$ cat config.mk
export PLATFORM = sky130hd
export DESIGN_NAME = gpio_capture_ctrl_flat
export DESIGN_NICKNAME = d
export VERILOG_FILES = /design/src/rtl/gpio_capture_ctrl_if.sv /design/src/rtl/gpio_capture_ctrl.sv /design/src/flat_wrapper.sv
export SDC_FILE = /design/constraint.sdc
export NUM_CORES = 1
export LEC_CHECK = 0
export CAP_MARGIN = 20
export CORE_ASPECT_RATIO = 2
export CORE_MARGIN = 2
export CORE_UTILIZATION = 50
export DETAILED_ROUTE_END_ITERATION = 16
export GPL_TIMING_DRIVEN = 0
export HOLD_SLACK_MARGIN = 0.15
export PLACE_DENSITY = 0.81
export SLEW_MARGIN = 40
export SYNTH_ARGS = -nofsm -noshare
export SYNTH_HDL_FRONTEND = slang
export SYNTH_SLANG_ARGS = --single-unit
$ cat constraint.sdc
create_clock -name i_clk -period 2.35 [get_ports i_clk]
set_clock_uncertainty 0.1 [all_clocks]
set_input_delay 0.705 -clock i_clk [delete_from_list [all_inputs] [get_ports i_clk]]
set_output_delay 0.705 -clock i_clk [all_outputs]
set_load 0.01 [all_outputs]
$ cat src/rtl/gpio_capture_ctrl_if.sv
// Register-bus interface for gpio_capture_ctrl.
// The master drives write/read requests and the slave returns read responses.
interface gpio_capture_ctrl_if #(
  parameter int WIDTH = 8
);
  logic             wr_en;
  logic             rd_en;
  logic [1:0]       addr;
  logic [WIDTH-1:0] data_in;
  logic [WIDTH-1:0] data_out;
  logic             rd_valid;

  modport master (
    output wr_en, rd_en, addr, data_in,
    input  data_out, rd_valid
  );

  modport slave (
    input  wr_en, rd_en, addr, data_in,
    output data_out, rd_valid
  );
endinterface

$ cat src/rtl/gpio_capture_ctrl.sv
// GPIO capture block: synchronized pins, direct or Ext_clk-edge capture, sticky change interrupt.
// Optional macro GPIO_GLITCH_FILTER_EN adds a 3-sample agreement filter on the synced pins.
module gpio_capture_ctrl #(
  parameter int WIDTH       = 8,
  parameter int SYNC_STAGES = 2
) (
  input  logic                i_clk,
  input  logic                i_rst,
  input  logic [WIDTH-1:0]    i_gpio,
  input  logic                i_ext_clk,
  gpio_capture_ctrl_if.slave  bus,
  output logic                o_int
);

  localparam logic [1:0] ADDR_USE_EXT  = 2'd0;
  localparam logic [1:0] ADDR_EDGE_SEL = 2'd1;
  localparam logic [1:0] ADDR_CAPTURED = 2'd2;
  localparam logic [1:0] ADDR_INT_MASK = 2'd3;

  typedef enum logic {
    ST_IDLE = 1'b0,
    ST_RESP = 1'b1
  } state_t;

  logic [SYNC_STAGES-1:0][WIDTH-1:0] r_gpio_sync;
  logic [SYNC_STAGES-1:0]            r_ext_sync;
  logic                              r_ext_prev;

  logic [WIDTH-1:0] r_use_ext;
  logic [WIDTH-1:0] r_edge_sel;
  logic [WIDTH-1:0] r_int_mask;
  logic [WIDTH-1:0] r_captured;
  logic [WIDTH-1:0] r_pend;
  logic [WIDTH-1:0] r_data_out;
  logic [1:0]       r_rd_addr;
  state_t           r_state;

  logic [WIDTH-1:0] w_gpio_synced;
  logic [WIDTH-1:0] w_gpio_filt;
  logic             w_ext_synced;
  logic             w_ext_rise;
  logic             w_ext_fall;
  logic [WIDTH-1:0] w_cap_sel;
  logic [WIDTH-1:0] w_cap_next;
  logic [WIDTH-1:0] w_pend_set;
  logic             w_pend_clr;
  logic [WIDTH-1:0] w_rd_mux;
  state_t           w_state_next;
  logic             w_rd_valid;
  logic             w_rd_latch;

  always_ff @(posedge i_clk or posedge i_rst) begin
    if (i_rst) begin
      r_gpio_sync <= '0;
      r_ext_sync  <= '0;
      r_ext_prev  <= 1'b0;
    end else begin
      r_gpio_sync <= {r_gpio_sync[SYNC_STAGES-2:0], i_gpio};
      r_ext_sync  <= {r_ext_sync[SYNC_STAGES-2:0], i_ext_clk};
      r_ext_prev  <= r_ext_sync[SYNC_STAGES-1];
    end
  end

  assign w_gpio_synced = r_gpio_sync[SYNC_STAGES-1];
  assign w_ext_synced  = r_ext_sync[SYNC_STAGES-1];
  assign w_ext_rise    = w_ext_synced & ~r_ext_prev;
  assign w_ext_fall    = ~w_ext_synced & r_ext_prev;

`ifdef GPIO_GLITCH_FILTER_EN
  logic [WIDTH-1:0] r_filt_h1;
  logic [WIDTH-1:0] r_filt_h2;
  logic [WIDTH-1:0] r_filt_val;

  always_ff @(posedge i_clk or posedge i_rst) begin
    if (i_rst) begin
      r_filt_h1  <= '0;
      r_filt_h2  <= '0;
      r_filt_val <= '0;
    end else begin
      r_filt_h1  <= w_gpio_synced;
      r_filt_h2  <= r_filt_h1;
      r_filt_val <= w_gpio_filt;
    end
  end

  // A bit is accepted once the current synced sample and the two before it agree.
  for (genvar gi = 0; gi < WIDTH; gi++) begin : g_filt
    assign w_gpio_filt[gi] = ((w_gpio_synced[gi] == r_filt_h1[gi]) && (r_filt_h1[gi] == r_filt_h2[gi]))
                             ? w_gpio_synced[gi] : r_filt_val[gi];
  end
`else
  assign w_gpio_filt = w_gpio_synced;
`endif

  // Config registers in effect this cycle govern capture, so a write racing an edge pulse loses.
  for (genvar gi = 0; gi < WIDTH; gi++) begin : g_cap
    assign w_cap_sel[gi]  = ~r_use_ext[gi] | (r_edge_sel[gi] ? w_ext_rise : w_ext_fall);
    assign w_cap_next[gi] = w_cap_sel[gi] ? w_gpio_filt[gi] : r_captured[gi];
  end

  assign w_pend_set = (w_cap_next ^ r_captured) & r_int_mask;
  assign w_pend_clr = (r_state == ST_RESP) && (r_rd_addr == ADDR_CAPTURED);

  always_ff @(posedge i_clk or posedge i_rst) begin
    if (i_rst) begin
      r_captured <= '0;
      r_pend     <= '0;
    end else begin
      r_captured <= w_cap_next;
      r_pend     <= (w_pend_clr ? '0 : r_pend) | w_pend_set;
    end
  end

  always_ff @(posedge i_clk or posedge i_rst) begin
    if (i_rst) begin
      r_use_ext  <= '0;
      r_edge_sel <= '0;
      r_int_mask <= '0;
    end else if (bus.wr_en) begin
      case (bus.addr)
        ADDR_USE_EXT:  r_use_ext  <= bus.data_in;
        ADDR_EDGE_SEL: r_edge_sel <= bus.data_in;
        ADDR_INT_MASK: r_int_mask <= bus.data_in;
        default:       ;
      endcase
    end
  end

  always_comb begin
    w_rd_mux = '0;
    case (bus.addr)
      ADDR_USE_EXT:  w_rd_mux = r_use_ext;
      ADDR_EDGE_SEL: w_rd_mux = r_edge_sel;
      ADDR_CAPTURED: w_rd_mux = r_captured;
      ADDR_INT_MASK: w_rd_mux = r_int_mask;
      default:       w_rd_mux = '0;
    endcase
  end

  always_ff @(posedge i_clk or posedge i_rst) begin
    if (i_rst) begin
      r_state <= ST_IDLE;
    end else begin
      r_state <= w_state_next;
    end
  end

  always_comb begin
    w_state_next = r_state;
    w_rd_valid   = 1'b0;
    w_rd_latch   = 1'b0;
    case (r_state)
      ST_IDLE: begin
        if (bus.rd_en) begin
          w_state_next = ST_RESP;
          w_rd_latch   = 1'b1;
        end
      end
      ST_RESP: begin
        w_rd_valid   = 1'b1;
        w_state_next = ST_IDLE;
      end
      default: w_state_next = ST_IDLE;
    endcase
  end

  always_ff @(posedge i_clk or posedge i_rst) begin
    if (i_rst) begin
      r_data_out <= '0;
      r_rd_addr  <= '0;
    end else if (w_rd_latch) begin
      r_data_out <= w_rd_mux;
      r_rd_addr  <= bus.addr;
    end
  end

  assign bus.data_out = w_rd_valid ? r_data_out : '0;
  assign bus.rd_valid = w_rd_valid;
  assign o_int        = |r_pend;

endmodule

$ cat src/flat_wrapper.sv
// flat-port wrapper written by rule: the top's interface ports become plain ports
module gpio_capture_ctrl_flat 
#(
  parameter int WIDTH       = 8,
  parameter int SYNC_STAGES = 2
)
  (i_clk, i_rst, i_gpio, i_ext_clk, o_int, bus_wr_en, bus_rd_en, bus_addr, bus_data_in, bus_data_out, bus_rd_valid);
  gpio_capture_ctrl_if #(.WIDTH(WIDTH)) bus_i ();
  input  logic i_clk;
  input  logic i_rst;
  input  logic [WIDTH-1:0] i_gpio;
  input  logic i_ext_clk;
  output logic o_int;
  input wire logic [$bits(bus_i.wr_en)-1:0] bus_wr_en;
  input wire logic [$bits(bus_i.rd_en)-1:0] bus_rd_en;
  input wire logic [$bits(bus_i.addr)-1:0] bus_addr;
  input wire logic [$bits(bus_i.data_in)-1:0] bus_data_in;
  output wire logic [$bits(bus_i.data_out)-1:0] bus_data_out;
  output wire logic [$bits(bus_i.rd_valid)-1:0] bus_rd_valid;
  assign bus_i.wr_en = bus_wr_en;
  assign bus_i.rd_en = bus_rd_en;
  assign bus_i.addr = bus_addr;
  assign bus_i.data_in = bus_data_in;
  assign bus_data_out = bus_i.data_out;
  assign bus_rd_valid = bus_i.rd_valid;
  gpio_capture_ctrl #(.WIDTH(WIDTH), .SYNC_STAGES(SYNC_STAGES)) u_core (.i_clk(i_clk), .i_rst(i_rst), .i_gpio(i_gpio), .i_ext_clk(i_ext_clk), .bus(bus_i), .o_int(o_int));
endmodule
==> metrics.txt, run 1 <==
outcome finished, final reports clean; minimum clock period 2.28 ns; via count roughly 1.8k; ys async rst share 1.00; Clock Sink Count 70; Clk pwr share 0.360; CP arrival approximately 1.5 ns; post-synth top area share 0.609; post-synthesis cell count approximately 200; CTS tree done; Routability Congestion 0.757; Pleak 1.62 nW; vias in the first global route approximately 2.1k; Root Driver clkbuf_16; Max-slew headroom 0.609; Post-synth top cells 70 x dfrtp_1, 32 x mux2_2, 20 x nand2_1; first-pass GRT wire length roughly 10000 um; DIE HEIGHT about 110 um; max-slew violations 0; gr ovfl total 0; CP startpoint kind flip-flop; Nets between 200 and 300; Pwr Density slightly above 900 nW/um^2; post-synth top area cell dfrtp_1; H-Tree Depth 3; FF+latch count, synth 70; post-CTS setup buffers 0; Synth Net Count between 200 and 250; Finished Core Util 0.650; f_max between 0.4 and 0.5 GHz; power share of the combinational group 0.158; WL final roughly 6000 um; Post-Layout Cell Count ~310; Area contributors post-synth dfrtp_1 61%, mux2_2 13%, mux2i_1 5.6%; Synth Area per Inst ~14 um^2; max-cap violations 0; hpwl dp roughly 4100 um; top_reg_cell synth dfrtp_1; # port buffers 31; sequential share of power 0.483; final worst path period share 0.971; Seq/Total Area, Yosys 0.609; Power Internal roughly 2.5 mW; layout cell share with drive strength beyond 1 0.242; Setup violations, final 0; crit path max fanout 10; Sw Ratio 0.254; maximum VDD drop between 0.9 and 1 mV; clock buffer count from CTS 9; via/cell ratio about 5.8; Worst Max-Slew Pin Slew about 0.59 ns; Worst EP required 1.54 ns; Setup TNS Final 0 ns; DRT iter0 DRCs about 100; most frequent cell after synthesis dfrtp_1; WL per Instance roughly 19 um; Ports 33; yosys warns 0; Die X around 58 um; largest net degree at the start of global routing 21; Routed Antenna Nets 0; diodes inserted 0; hold crit path type flip-flop to flip-flop; clk_lat worst skew ~0.32 ns; CP Capture Type output pin; RSZ-0062 raised after global routing no; synth-to-layout area growth 26.9%; starting density of the core 0.512; Clock Path Buffers 2; Fin. Hold Viols 0; Net Switching between 0.8 and 0.9 mW; GRT Util Overall 0.221; Die Area 6410 um^2; dpl cells between 200 and 300; EDFF count, synth 0; Clock transition at path regs ~0.050 ns; Crit Path Category flip-flop to output pin; core footprint 5610 um^2; Mapped Area 2870 um^2; number of remaining DRC errors 0; drt first pass iters 4; initial antenna violation count 0; FP Rows 39; Netlist cell types 21
[cell families (layout without fill, tap and decap cells)]
logic type | count (synthesis) | in the layout | synth area share
flops | 70 | 70 | 0.609
mux | 48 | 48 | 0.181
simple gates | 43 | 43 | 0.0884
compound gates | 24 | 24 | 0.0753
buf+inv | 10 | 59 | 0.0213
xor+xnor | 8 | 8 | 0.0244
[cell usage in the layout (no fill, tap or decap), drive strengths merged]
cell type and n:
o221ai 13, mux2 32, inv 1, and2 8
dfrtp 70, dlygate4sd2 1, o211ai 3, nand3b 5
mux2i 16, clkdlybuf4s50 26, clkbuf 13, nand3 1
clkinv 1, a32o 8, clkinvlp 3, xor2 8
dlymetal6s2s 3, buf 10, nor4 2, nor3b 1
clkdlybuf4s15 1, nand2b 6, nand2 20
[through the flow]
step | hold WS [ns] | cell area [um^2] | setup WS, ns | total power [mW]
3_5_place_dp | 0.236 | 3350 | -0.107 | 2.15
4_1_cts | 0.246 | 3640 | 0.00598 | 3.41
3_3_place_gp | 0.232 | 3260 | -0.0863 | 2.09
5_1_grt | 0.254 | 3650 | 0.000323 | 3.54
6_report | 0.245 | 3650 | 0.0680 | 3.37
2_1_floorplan | 0.231 | 2880 | 0.601 | 1.93
[repair_timing]
item / 4_1_cts / 5_1_grt
pin swaps: 1 / 2
hold buffers: 0 / 0
gates resized for setup: 5 / 5
setup endpoints to repair: 6 / 8
[path summary, 6_finish.rpt]
check	startpoint	endpoint	slack, ns	depth (start not counted)
max in group asynchronous	i_rst	u_core.r_use_ext[4]	0.90	4
hold reg to reg	u_core.r_gpio_sync[5]	u_core.w_gpio_filt[5]	0.25	0
setup / recovery	u_core.r_state	bus_data_out[1]	0.07	3
min in group asynchronous	i_rst	u_core.r_ext_sync[1]	0.66	2
hold / removal	u_core.r_gpio_sync[5]	u_core.w_gpio_filt[5]	0.25	0
setup reg to reg	u_core.r_ext_sync[1]	u_core.r_captured[6]	0.70	3
[layer usage]
layer  wire (um)  vias up  global-route usage  share of wire
met5           0        -                   0              0
met4         232        0               0.110          0.039
li1            -      834                   -              -
met3         251       16              0.0490          0.042
met1        2370      921               0.270           0.39
met2        3150       60               0.357           0.52
[area by class of cell]
type,instances,area [um^2]
Clock inverter,3,20.0
Timing Repair Buffer,34,399
Sequential cell,70,1750
Inverter,2,11.3
Clock buffer,12,256
Fill cell,438,1960
Buffer,8,56.3
Multi-Input combinational cell,123,1080
Tap cell,61,76.3
[registers in the layout, indices dropped and copies added, names as in the netlist, 2 cells and up]
name                cells
u_core.r_rd_addr        2
u_core.r_ext_sync       2
u_core.r_int_mask       8
u_core.r_gpio_sync      8
u_core.r_use_ext        8
u_core.r_data_out       8
u_core.w_gpio_filt      8
u_core.r_pend           8
u_core.r_edge_sel       8
u_core.r_captured       8
[power groups by stage]
stage	logic [mW]	registers [mW]	clock network (mW)
final	0.530	1.62	1.21
after CTS	0.539	1.62	1.24
after detailed placement	0.529	1.63	0
after global routing	0.587	1.66	1.29
after global placement	0.484	1.61	0
after floorplan	0.369	1.57	0
[critical path, cell delays in order, from the launching register on]
cell,delay [ns]
dfrtp_1,0.34
buf_4,0.15
and2_1,0.13
clkdlybuf4s50_1,0.53
(Power assumes the default switching activity.)
==> run 2, diff against run 1 <==
Settings changed: CELL_PAD_IN_SITES_DETAIL_PLACEMENT from default to 1, CELL_PAD_IN_SITES_GLOBAL_PLACEMENT from default to 2, CORE_UTILIZATION 50 to 35, PLACE_DENSITY 0.81 to 0.8.
==> run 2 against run 1 <==
Power rose by 6.9%; via count fell by 1.3%; fmax rose by 1.2%; flip-flop and latch count did not move; setup slack improved by 0.027 ns; cell count rose by 12%.
==> metrics.txt, run 2 (synthesis gave the netlist of run 1 again) <==
outcome finished, final reports clean; hold crit path type flip-flop to flip-flop; maximum VDD drop 0.688 mV (-25%); Finished Cell Area 3740 um^2 (+2.6%); Clock Sink Count 70 (unchanged); RSZ-0062 raised after global routing no; Placed Area 3380 um^2 (+1.1%); core footprint 7940 um^2 (+42%); Storage cell area 1750 um^2 (unchanged); f_max 0.443 GHz (+1.2%); DIE HEIGHT 132 um (+19%); Die X 68.1 um (+18%); via/cell ratio 5.18 (-11%); Root Driver clkbuf_16; number of remaining DRC errors 0 (unchanged); Worst Max-Slew Pin Slew 0.671 ns (+0.0850 ns); total power 3.60 mW (+6.9%); Fin. Hold Viols 0 (unchanged); max-cap violations 0 (unchanged); clk_lat worst skew 0.33 ns (about the same); vias in the first global route 2041 (-1.9%); area occupied by multi-input gates 1080 um^2 (unchanged); FP Rows 46 (+18%); drt first pass iters 4 (unchanged); Nets 271 (unchanged); Routed Antenna Nets 0 (unchanged); CTS tree done; initial antenna violation count 0 (unchanged); WHS 0.247 ns (+0.00159 ns); layout cell share with drive strength beyond 1 0.249 (+0.00695); WL final 6680 um (+11%); Pleak 1.72 nW (+6.0%); Max-slew headroom 0.553 (-0.0567); gr ovfl total 0 (unchanged); synth-to-layout area growth 30.3%; Crit Path Category flip-flop to output pin; hpwl dp 4660 um (+13%); Worst EP required 1.54 ns (about the same); crit path max fanout 2 (-8); H-Tree Depth 3 (unchanged); max-slew violations 0 (unchanged); Setup TNS Final 0 ns (unchanged); fillcell total 818 (+87%); first-pass GRT wire length 10700 um (+3.2%); clock buffer count from CTS 9 (unchanged); final setup margin 0.0950 ns (+0.0271 ns); minimum clock period 2.25 ns (-0.0271 ns); Ports 33 (unchanged); Post-Layout Cell Count 349 (+12%); # port buffers 31 (unchanged); CP Capture Type output pin; Routability Congestion 0.749 (-1.1%); Pwr Density 962 nW/um^2 (+4.2%); final worst path period share 0.960 (-0.0115); DRT iter0 DRCs 97 (-4.9%); Finished Core Util 0.471 (-0.179); starting density of the core 0.362 (-0.150); dpl cells 333 (+12%); largest net degree at the start of global routing 25 (+19%); GRT Util Overall 0.169 (-0.0518); most frequent cells in the layout 70 x dfrtp_1, 32 x mux2_2, 22 x clkdlybuf4s50_1; Setup violations, final 0 (unchanged); Die Area 9000 um^2 (+40%); Clock transition at path regs 0.06 ns (about the same); leading cell type in the layout, fill and taps excluded dfrtp_1; via count 1807 (-1.3%); Clock Path Buffers 2 (unchanged); CP arrival 1.45 ns (-0.03 ns); WL per Instance 19.1 um (-0.25%); diodes inserted 0 (unchanged); CP startpoint kind flip-flop; pre-CTS setup slack -0.181 ns (-0.0740 ns)
[run 2: cell count changes in the layout (fill, tap and decap cells not counted), sizes merged]
cell,previous run,this run
buf,10,9
clkdlybuf4s50,26,22
clkbuf,13,12
dlymetal6s2s,3,8
clkinv,1,2
bufinv,0,2
clkdlybuf4s15,1,0
[run 2: repair_timing]
item | CTS | global route
gates resized for setup | 4 | 8
setup endpoints to repair | 9 | 8
pin swaps | 1 | 0
hold buffers | 0 | 0
buffers inserted | 0 | 0
[run 2: worst paths after layout]
path,start,end,slack (ns),depth (start not counted)
setup reg to reg,u_core.r_ext_sync[1],u_core.r_captured[5],0.74,4
hold reg to reg,u_core.r_gpio_sync[5],u_core.w_gpio_filt[5],0.25,0
max in group asynchronous,i_rst,u_core.w_gpio_filt[5],0.84,5
hold / removal,u_core.r_gpio_sync[5],u_core.w_gpio_filt[5],0.25,0
setup / recovery,u_core.r_pend[2],o_int,0.1,3
min in group asynchronous,i_rst,u_core.w_gpio_filt[7],0.56,2
[run 2: where the power goes]
group / switching, mW / internal [mW] / leakage (nW)
combinational: 0.218 / 0.309 / 0.743
sequential: 0.202 / 1.44 / 0.822
clock: 0.483 / 0.952 / 0.154
total: 0.903 / 2.70 / 1.72
[run 2: worst max-delay path, cell delays in order, from the launching register on]
cell,delay (ns)
dfrtp_1,0.41
nor4_4,0.32
nand2_1,0.10
dlygate4sd2_1,0.29
[run 2: metal layers]
layer,global-route usage,up-vias,wire length [um]
li1,-,829,-
met1,0.184,936,2590
met4,0.0867,0,177
met2,0.296,29,3750
met3,0.0307,13,169
met5,0,-,0
[run 2: area by class of cell]
type | instances | area share
Buffer | 8 | 0.0150
Sequential cell | 70 | 0.468
Multi-Input combinational cell | 123 | 0.287
Clock buffer | 10 | 0.0638
Tap cell | 96 | 0.0321
Inverter | 2 | 0.00301
Clock inverter | 6 | 0.0227
Timing Repair Buffer | 34 | 0.108
==> run 3, diff against run 2 <==
Settings changed: MAX_ROUTING_LAYER from default to met4.
==> run 3 against run 2 <==
First-iteration DRC count shrank 18%; setup slack worse by 0.0048 ns; highest routed layer unchanged; critical path depth stayed put; via count up 0.44%; die area is the same; largest power group unchanged; sequential power is essentially flat; fmax fell by 0.21%.
==> metrics.txt, run 3 (synthesis gave the netlist of run 1 again) <==
DIE HEIGHT 132 um (unchanged); DRT iter0 DRCs 80 (-18%); Clock Path Buffers 2 (unchanged); initial antenna violation count 0 (unchanged); Routability Congestion 0.758 (+1.3%); dpl cells 333 (unchanged); FP Rows 46 (unchanged); f_max 0.443 GHz (-0.21%); starting density of the core 0.362 (unchanged); via/cell ratio 5.20 (+0.44%); Crit Path Category flip-flop to output pin; Fin. Hold Viols 0 (unchanged); CP arrival 1.45 ns (about the same); Die X 68.1 um (unchanged); drt first pass iters 4 (unchanged); minimum clock period 2.26 ns (+0.00481 ns); clock buffer count from CTS 9 (unchanged); GRT Util Overall 0.173 (+0.00456); Clock transition at path regs 0.06 ns (about the same); first-pass GRT wire length 10700 um (-0.12%); RSZ-0062 raised after global routing no; total power 3.60 mW (about the same); number of remaining DRC errors 0 (unchanged); CP Capture Type output pin; outcome finished, final reports clean; clk_lat worst skew 0.33 ns (about the same); vias in the first global route 2044 (+0.15%); Storage cell area 1750 um^2 (unchanged); Pwr Density 961 nW/um^2 (about the same); crit path max fanout 2 (unchanged); largest net degree at the start of global routing 25 (unchanged); gr ovfl total 0 (unchanged); via count 1815 (+0.44%); Setup TNS Final 0 ns (unchanged); Worst Max-Slew Pin Slew 0.665 ns (-0.00557 ns); leading cell type in the layout, fill and taps excluded dfrtp_1; synth-to-layout area growth 30.3% (unchanged); Setup violations, final 0 (unchanged); core footprint 7940 um^2 (unchanged); Clock Sink Count 70 (unchanged); CTS tree done; maximum VDD drop 0.687 mV (-0.16%); Routed Antenna Nets 0 (unchanged); CP startpoint kind flip-flop; Ports 33 (unchanged); layout cell share with drive strength beyond 1 0.249 (unchanged); # port buffers 31 (unchanged); max-cap violations 0 (unchanged); WL per Instance 19.1 um (-0.28%); area occupied by multi-input gates 1080 um^2 (unchanged); Nets 271 (unchanged); diodes inserted 0 (unchanged); Max-slew headroom 0.556 (+0.00372); fillcell total 818 (unchanged); hpwl dp 4660 um (unchanged); Worst EP required 1.54 ns (about the same); Die Area 9000 um^2 (unchanged); Finished Core Util 0.471 (unchanged); Post-Layout Cell Count 349 (unchanged); Pleak 1.72 nW (unchanged); final worst path period share 0.962 (+0.00205); post-CTS setup buffers 0 (unchanged); Root Driver clkbuf_16; H-Tree Depth 3 (unchanged); max-slew violations 0 (unchanged); hold crit path type flip-flop to flip-flop; most frequent cells in the layout 70 x dfrtp_1, 32 x mux2_2, 22 x clkdlybuf4s50_1; WL final 6660 um (-0.28%)
-- run 3: area by class of cell --
cell class                 instances  area share
multi-input combinational        123       0.287
inverter                           2     0.00301
clock inverter                     6      0.0227
clock buffer                      10      0.0638
buffer                             8      0.0150
timing repair buffer              34       0.108
sequential                        70       0.468
tap                               96      0.0321
-- run 3: critical path, stage by stage, from the launching register on --
cell and delay [ns]:
dfrtp_1 0.40, nor4_4 0.33, nand2_1 0.10, dlygate4sd2_1 0.29
-- run 3: routing by layer --
layer  track usage  up-vias  wire, um
met5             -        -         0
met4        0.0867        0       160
met3        0.0307       11       191
met2         0.297       34      3800
met1         0.182      942      2510
li1              -      828         -
-- run 3: where the power goes --
group / internal, mW / switching (mW) / total (mW) / leakage, nW
Clock: 0.952 / 0.479 / 1.43 / 0.154
Combinational: 0.309 / 0.218 / 0.527 / 0.743
Sequential: 1.44 / 0.203 / 1.64 / 0.822
-- run 3: path summary, 6_finish.rpt --
path	from	endpoint	slack, ns	cells past startpoint
setup / recovery	u_core.r_pend[2]	o_int	0.09	3
hold / removal	u_core.r_gpio_sync[5]	u_core.w_gpio_filt[5]	0.25	0
hold reg to reg	u_core.r_gpio_sync[5]	u_core.w_gpio_filt[5]	0.25	0
max in group asynchronous	i_rst	u_core.w_gpio_filt[5]	0.84	5
min in group asynchronous	i_rst	u_core.w_gpio_filt[7]	0.56	2
setup reg to reg	u_core.r_ext_sync[1]	u_core.r_captured[5]	0.74	4
-- run 3: timing repair --
item,CTS,global route
endpoints found under the setup margin,9,8
resized for setup,4,8
hold buffers,0,0
pin swaps,1,0
gates cloned,0,0
-- run 3: metrics by stage --
step	hold slack [ns]	setup slack [ns]	cell area, um^2
after floorplan	0.231	0.601	2880
final	0.247	0.0902	3740
after global placement	0.231	-0.167	3310
after global routing	0.249	0.0343	3740
after CTS	0.247	0.00599	3720
after detailed placement	0.236	-0.181	3380
